[config.mk]
export PLATFORM = sky130hd
export DESIGN_NAME = scan_mux
export DESIGN_NICKNAME = d
export VERILOG_FILES = /design/src/rtl/scan_mux_pkg.sv /design/src/rtl/dwell_counter.sv /design/src/rtl/scan_mux.sv
export SDC_FILE = /design/constraint.sdc
export NUM_CORES = 1
export LEC_CHECK = 0
export CAP_MARGIN = 20
export CORE_MARGIN = 1.5
export CORE_UTILIZATION = 40
export DETAILED_ROUTE_END_ITERATION = 8
export PLACE_DENSITY_LB_ADDON = 0.1
export SLEW_MARGIN = 0
export SYNTH_ARGS = -nofsm -noshare
export SYNTH_HDL_FRONTEND = slang
export SYNTH_SLANG_ARGS = --single-unit
[constraint.sdc]
create_clock -name clk -period 2.2 [get_ports clk]
set_clock_uncertainty 0.15 [all_clocks]
set_input_delay 0.33 -clock clk [delete_from_list [all_inputs] [get_ports clk]]
set_output_delay 0.33 -clock clk [all_outputs]
set_load 0.05 [all_outputs]
[src/rtl/scan_mux_pkg.sv]
// Shared definitions for the scan_mux block: FSM state encoding, mode
// constants and a constant-evaluable ceil(log2) helper for sizing selects.
package scan_mux_pkg;

  typedef enum logic [1:0] {
    ST_IDLE   = 2'd0,
    ST_MANUAL = 2'd1,
    ST_SCAN   = 2'd2
  } state_t;

  localparam logic MODE_MANUAL = 1'b0;
  localparam logic MODE_SCAN   = 1'b1;

  // Smallest r with 2**r >= val; returns 0 for val <= 1.
  function automatic int unsigned clog2(input int unsigned val);
    int unsigned r;
    r = 0;
    for (int i = 0; i < 32; i++) begin
      if ((32'd1 << i) < val) r = i + 1;
    end
    return r;
  endfunction

endpackage

[src/rtl/dwell_counter.sv]
// Dwell counter for scan mode: counts enabled cycles spent on one channel and
// flags the cycle on which the channel must advance.
// Ports:
//   clk, rst   - clock, synchronous active-high reset
//   i_inc      - count this cycle
//   i_restart  - this cycle is the first of a new dwell (count from zero)
//   i_clr      - drop the count without counting
//   o_tc_c     - combinational terminal count: this counted cycle is DWELL-1
module dwell_counter
  import scan_mux_pkg::*;
#(
  parameter  int unsigned DWELL = 4,
  localparam int unsigned CW    = (clog2(DWELL) < 1) ? 1 : clog2(DWELL)
) (
  input  logic clk,
  input  logic rst,
  input  logic i_inc,
  input  logic i_restart,
  input  logic i_clr,
  output logic o_tc_c
);

  logic [CW-1:0] r_cnt;
  logic [CW-1:0] w_base;

  // A restart counts the current cycle as position zero of the dwell.
  assign w_base = i_restart ? '0 : r_cnt;
  assign o_tc_c = i_inc && (w_base == CW'(DWELL - 1));

  always_ff @(posedge clk) begin
    if (rst) begin
      r_cnt <= '0;
    end else if (i_clr) begin
      r_cnt <= '0;
    end else if (i_inc) begin
      r_cnt <= o_tc_c ? '0 : (w_base + CW'(1));
    end
  end

endmodule

[src/rtl/scan_mux.sv]
// Channel multiplexer with manual selection and automatic round-robin scan.
// Ports:
//   clk, rst  - clock, synchronous active-high reset
//   din       - N_CH channels of W bits, channel k at [k*W +: W]
//   sel       - manual channel / scan start channel
//   mode      - 0 manual, 1 scan
//   en        - advance enable; everything freezes while low
//   dout      - registered selected data
//   ch_out    - channel dout was taken from
//   valid     - dout/ch_out hold a legal selection
//   wrap      - one-cycle pulse when scan advances from the last channel to 0
//   err       - manual sel is out of range
module scan_mux
  import scan_mux_pkg::*;
#(
  parameter  int unsigned N_CH  = 4,
  parameter  int unsigned W     = 8,
  parameter  int unsigned DWELL = 4,
  localparam int unsigned SW    = (clog2(N_CH) < 1) ? 1 : clog2(N_CH)
) (
  input  logic              clk,
  input  logic              rst,
  input  logic [N_CH*W-1:0] din,
  input  logic [SW-1:0]     sel,
  input  logic              mode,
  input  logic              en,
  output logic [W-1:0]      dout,
  output logic [SW-1:0]     ch_out,
  output logic              valid,
  output logic              wrap,
  output logic              err
);

  state_t          r_state;
  logic [W-1:0]    r_dout;
  logic [SW-1:0]   r_ch_out;
  logic            r_valid;
  logic            r_wrap;
  logic            r_err;
  logic [SW-1:0]   r_cur;

  state_t          w_state_nxt;
  logic [W-1:0]    w_dout_nxt;
  logic [SW-1:0]   w_ch_nxt;
  logic            w_valid_nxt;
  logic            w_wrap_nxt;
  logic            w_err_nxt;
  logic [SW-1:0]   w_cur_nxt;

  logic            w_sel_ok;
  logic [SW-1:0]   w_sel_idx;
  logic            w_scan_entry;
  logic [SW-1:0]   w_cur_eff;
  logic [SW-1:0]   w_mux_idx;
  logic [W-1:0]    w_mux_data;
  logic            w_last;
  logic [SW-1:0]   w_cur_inc;
  logic            w_tc;

  assign w_sel_ok  = (32'(sel) < N_CH);
  assign w_sel_idx = w_sel_ok ? sel : '0;

  // Entering scan from idle or manual starts at sel (or 0 if out of range).
  assign w_scan_entry = en && (mode == MODE_SCAN) && (r_state != ST_SCAN);
  assign w_cur_eff    = w_scan_entry ? w_sel_idx : r_cur;

  // One shared part-select serves both modes.
  assign w_mux_idx  = (mode == MODE_SCAN) ? w_cur_eff : w_sel_idx;
  assign w_mux_data = din[32'(w_mux_idx) * W +: W];

  // Explicit wrap keeps cur below N_CH when N_CH is not a power of two.
  assign w_last    = (32'(w_cur_eff) == (N_CH - 1));
  assign w_cur_inc = w_last ? '0 : (w_cur_eff + SW'(1));

  dwell_counter #(
    .DWELL (DWELL)
  ) u_dwell (
    .clk       (clk),
    .rst       (rst),
    .i_inc     (en && (mode == MODE_SCAN)),
    .i_restart (w_scan_entry),
    .i_clr     (en && (mode == MODE_MANUAL)),
    .o_tc_c    (w_tc)
  );

  // State and output registers.
  always_ff @(posedge clk) begin
    if (rst) begin
      r_state  <= ST_IDLE;
      r_dout   <= '0;
      r_ch_out <= '0;
      r_valid  <= 1'b0;
      r_wrap   <= 1'b0;
      r_err    <= 1'b0;
      r_cur    <= '0;
    end else begin
      r_state  <= w_state_nxt;
      r_dout   <= w_dout_nxt;
      r_ch_out <= w_ch_nxt;
      r_valid  <= w_valid_nxt;
      r_wrap   <= w_wrap_nxt;
      r_err    <= w_err_nxt;
      r_cur    <= w_cur_nxt;
    end
  end

  // Next state and next outputs; every state exits by mode on an en cycle.
  always_comb begin
    w_state_nxt = r_state;
    w_dout_nxt  = r_dout;
    w_ch_nxt    = r_ch_out;
    w_valid_nxt = r_valid;
    w_err_nxt   = r_err;
    w_wrap_nxt  = 1'b0;
    w_cur_nxt   = r_cur;

    if (en) begin
      if (mode == MODE_SCAN) begin
        w_state_nxt = ST_SCAN;
        w_dout_nxt  = w_mux_data;
        w_ch_nxt    = w_cur_eff;
        w_valid_nxt = 1'b1;
        w_err_nxt   = 1'b0;
        if (w_tc) begin
          w_cur_nxt  = w_cur_inc;
          w_wrap_nxt = w_last;
        end else begin
          w_cur_nxt  = w_cur_eff;
        end
      end else begin
        w_state_nxt = ST_MANUAL;
        if (w_sel_ok) begin
          w_dout_nxt  = w_mux_data;
          w_ch_nxt    = sel;
          w_valid_nxt = 1'b1;
          w_err_nxt   = 1'b0;
        end else begin
          w_dout_nxt  = '0;
          w_ch_nxt    = '0;
          w_valid_nxt = 1'b0;
          w_err_nxt   = 1'b1;
        end
      end
    end
  end

  assign dout   = r_dout;
  assign ch_out = r_ch_out;
  assign valid  = r_valid;
  assign wrap   = r_wrap;
  assign err    = r_err;

endmodule

==> results <==
[synthesized netlist by cell type]
| cell type | number | share of area |
|---|---|---|
| a2111oi_0 | 1 | 0.0082 |
| a211oi_1 | 9 | 0.063 |
| a21oi_1 | 6 | 0.028 |
| a311oi_1 | 7 | 0.057 |
| a311oi_2 | 1 | 0.014 |
| buf_4 | 2 | 0.014 |
| buf_6 | 3 | 0.032 |
| clkbuf_1 | 3 | 0.011 |
| conb_1 | 1 | 0.0035 |
| dfxtp_1 | 18 | 0.34 |
| ha_1 | 2 | 0.023 |
| inv_1 | 2 | 0.0070 |
| inv_4 | 1 | 0.0059 |
| mux2_1 | 1 | 0.011 |
| mux2_2 | 1 | 0.011 |
| mux2i_1 | 2 | 0.019 |
| nand2_1 | 22 | 0.077 |
| nand2_2 | 1 | 0.0059 |
| nand3b_1 | 2 | 0.014 |
| nor2_1 | 8 | 0.028 |
| nor2_2 | 1 | 0.0059 |
| nor2_8 | 1 | 0.019 |
| nor2b_1 | 2 | 0.012 |
| nor2b_4 | 1 | 0.013 |
| nor3_1 | 2 | 0.0094 |
| o211a_1 | 1 | 0.0094 |
| o21a_1 | 8 | 0.056 |
| o21ai_1 | 1 | 0.0047 |
| o21bai_1 | 8 | 0.056 |
| o2bb2ai_4 | 1 | 0.026 |
| o31ai_1 | 1 | 0.0070 |
| or2_1 | 1 | 0.0059 |
| xnor2_1 | 1 | 0.0082 |
[registers in the layout, indices dropped and copies added (netlist names)]
name           count
r_cur              2
wrap               1
r_state            2
u_dwell.r_cnt      2
valid              1
ch_out             2
dout               8
[cell families after synthesis]
kind of cell    share of synthesized area
fa+ha+maj                          0.0234
simple gates                        0.189
compound gates                      0.330
flops                               0.337
other cells                       0.00351
xor+xnor                          0.00819
mux                                0.0398
buf+inv                            0.0690
[worst max-delay path by stage]
stage | end | depth (start not counted) | startpoint
floorplan | r_cur[1] | 9 | en
global placement | dout[0] | 8 | en
detailed placement | dout[4] | 7 | en
CTS | r_cur[1] | 9 | en
global route | r_cur[1] | 9 | en
finish | r_cur[1] | 9 | en
[critical path, delay by kind of cell]
family / cells / cell delay [ps]
multiplexers: 1 / 380
adder cells (fa/ha/maj): 1 / 290
AO/OA/AOI/OAI: 3 / 330
AND/OR/NAND/NOR: 2 / 270
buffers and inverters: 2 / 530
[cell type report]
type                            instances  area [sq um]
Fill cell                             231           828
Multi-Input combinational cell         93           636
Timing Repair Buffer                   62           588
Sequential cell                        18           360
Tap cell                               30          37.5
Clock buffer                            4          36.3
Inverter                                3          13.8
[metal layers]
metal | vias to the layer above | wire length, um | global-route usage
met2 | 28 | 1420 | 0.355
met5 | - | 0 | 0
met1 | 488 | 1310 | 0.252
li1 | 557 | - | -
met4 | 0 | 14 | 0.0750
met3 | 2 | 149 | 0.0301
[metrics by stage]
step | setup TNS, ps | worst slack [ps] | util | cell area, sq um | std cells
CTS | 0 | 163 | 0.669 | 1670 | 210
global route | 0 | 46.3 | 0.669 | 1670 | 210
global placement | -592 | -79.6 | 0.654 | 1640 | 206
finish | 0 | 164 | 0.669 | 1670 | 210
floorplan | 0 | 318 | - | 1070 | 122
detailed placement | -962 | -143 | 0.654 | 1640 | 206
[power breakdown]
| part | total, mW | switching (mW) | internal [mW] |
|---|---|---|---|
| registers | 0.359 | 0.0118 | 0.347 |
| clock network | 0.219 | 0.118 | 0.101 |
| logic | 0.294 | 0.151 | 0.143 |
==> run metrics <==
worst hold margin approximately 320 ps; DR WL/cell 13.8 um; Synth cell types 33; post-route total power 0.872 mW; reg2reg start r_state[1]; Max H-tree Level 1; nets about 220; Hold Vio Cnt, Final 0; Clock transition at path regs 110 ps; Worst R2R Setup Slack 280 ps; DR vias 1075; Worst path max stage delay 500 ps; status finished, final reports clean; routability congestion estimate 0.821; router iterations before antenna repair 4; post-layout min period 2040 ps; remaining global-route overflow 0; Hold Path End r_cur[1]; RSZ-0062 raised after global routing no; die height 54.7 um; Post-Syn Nets approximately 160; Antenna Cells 0; Area Growth Syn to Fin 56.3%; Leak 0.672 nW; most common cell after layout, fill and taps aside clkdlybuf4s50_1; GR Util All Layers 0.204; worst path cell trace clkdlybuf4s50_1 > nand2_2 > nor2_2 > mux2_1 > ha_1 > inv_1 > a21oi_1 > o21ai_1 > a21oi_1; Crit Path Class input pin to register; post-CTS setup buffers 0; most frequent cells in the layout 49 x clkdlybuf4s50_1, 22 x nand2_1, 18 x dfxtp_1; DR iter-0 viols 13; worst r2r dst dout[1]; VDD IR max 0.327 mV; Starting Density 0.428; core area 2500 sq um; Arrival @ worst endpoint 2130 ps; vias in the first global route ~1000; clk_lat worst skew about 300 ps; count of final setup violators 0; share of post-route cells with drive strength above 1 0.139; HPWL Detailed 2200 um; Yosys reg bits 18; startpoint types input pin; post-route ant nets 0; Worst Hold Launch r_cur[1]; WL final around 2900 um; Mapped Cells 122; register area share after synthesis 0.337; worst hold path cell count 2; clk buf depth 2; first-pass GRT wire length 4370 um; synthesized cell area between 1000 and 1500 sq um; CP most frequent cell a21oi_1; CP endpoint kind register; initial antenna violation count 0; Tcrit/Tclk final 0.925; largest net degree at the start of global routing 18; clk root buf clkbuf_4; Max Cap Viol 0; I/O pins 51; port bufs 49; Die Wd 54.7 um; die area around 3000 sq um; CP Max Fanout 4; r2r worst-path depth 5; Critical-path top delay cell clkdlybuf4s50_1; synthesized area per cell 8.77 sq um; routed vias/inst 5.12; Power Dens Cells about 520 nW/um^2; WP data required 2290 ps; Sink Count 18; Max Transition Viols Final 0; CTS tree built; std cell rows 18; DRC 0; Ys Warns 0; CTS-repair resized insts 0; Post-CTS Hold Buffers 0; Max-Slew Margin vs Limit 0.517; Worst-Margin Slew 721 ps; FMAX a little under 500 MHz; Worst Hold Class register to register; Num CTS Buffers 3
Note: power is estimated with default switching activity, not from simulation.
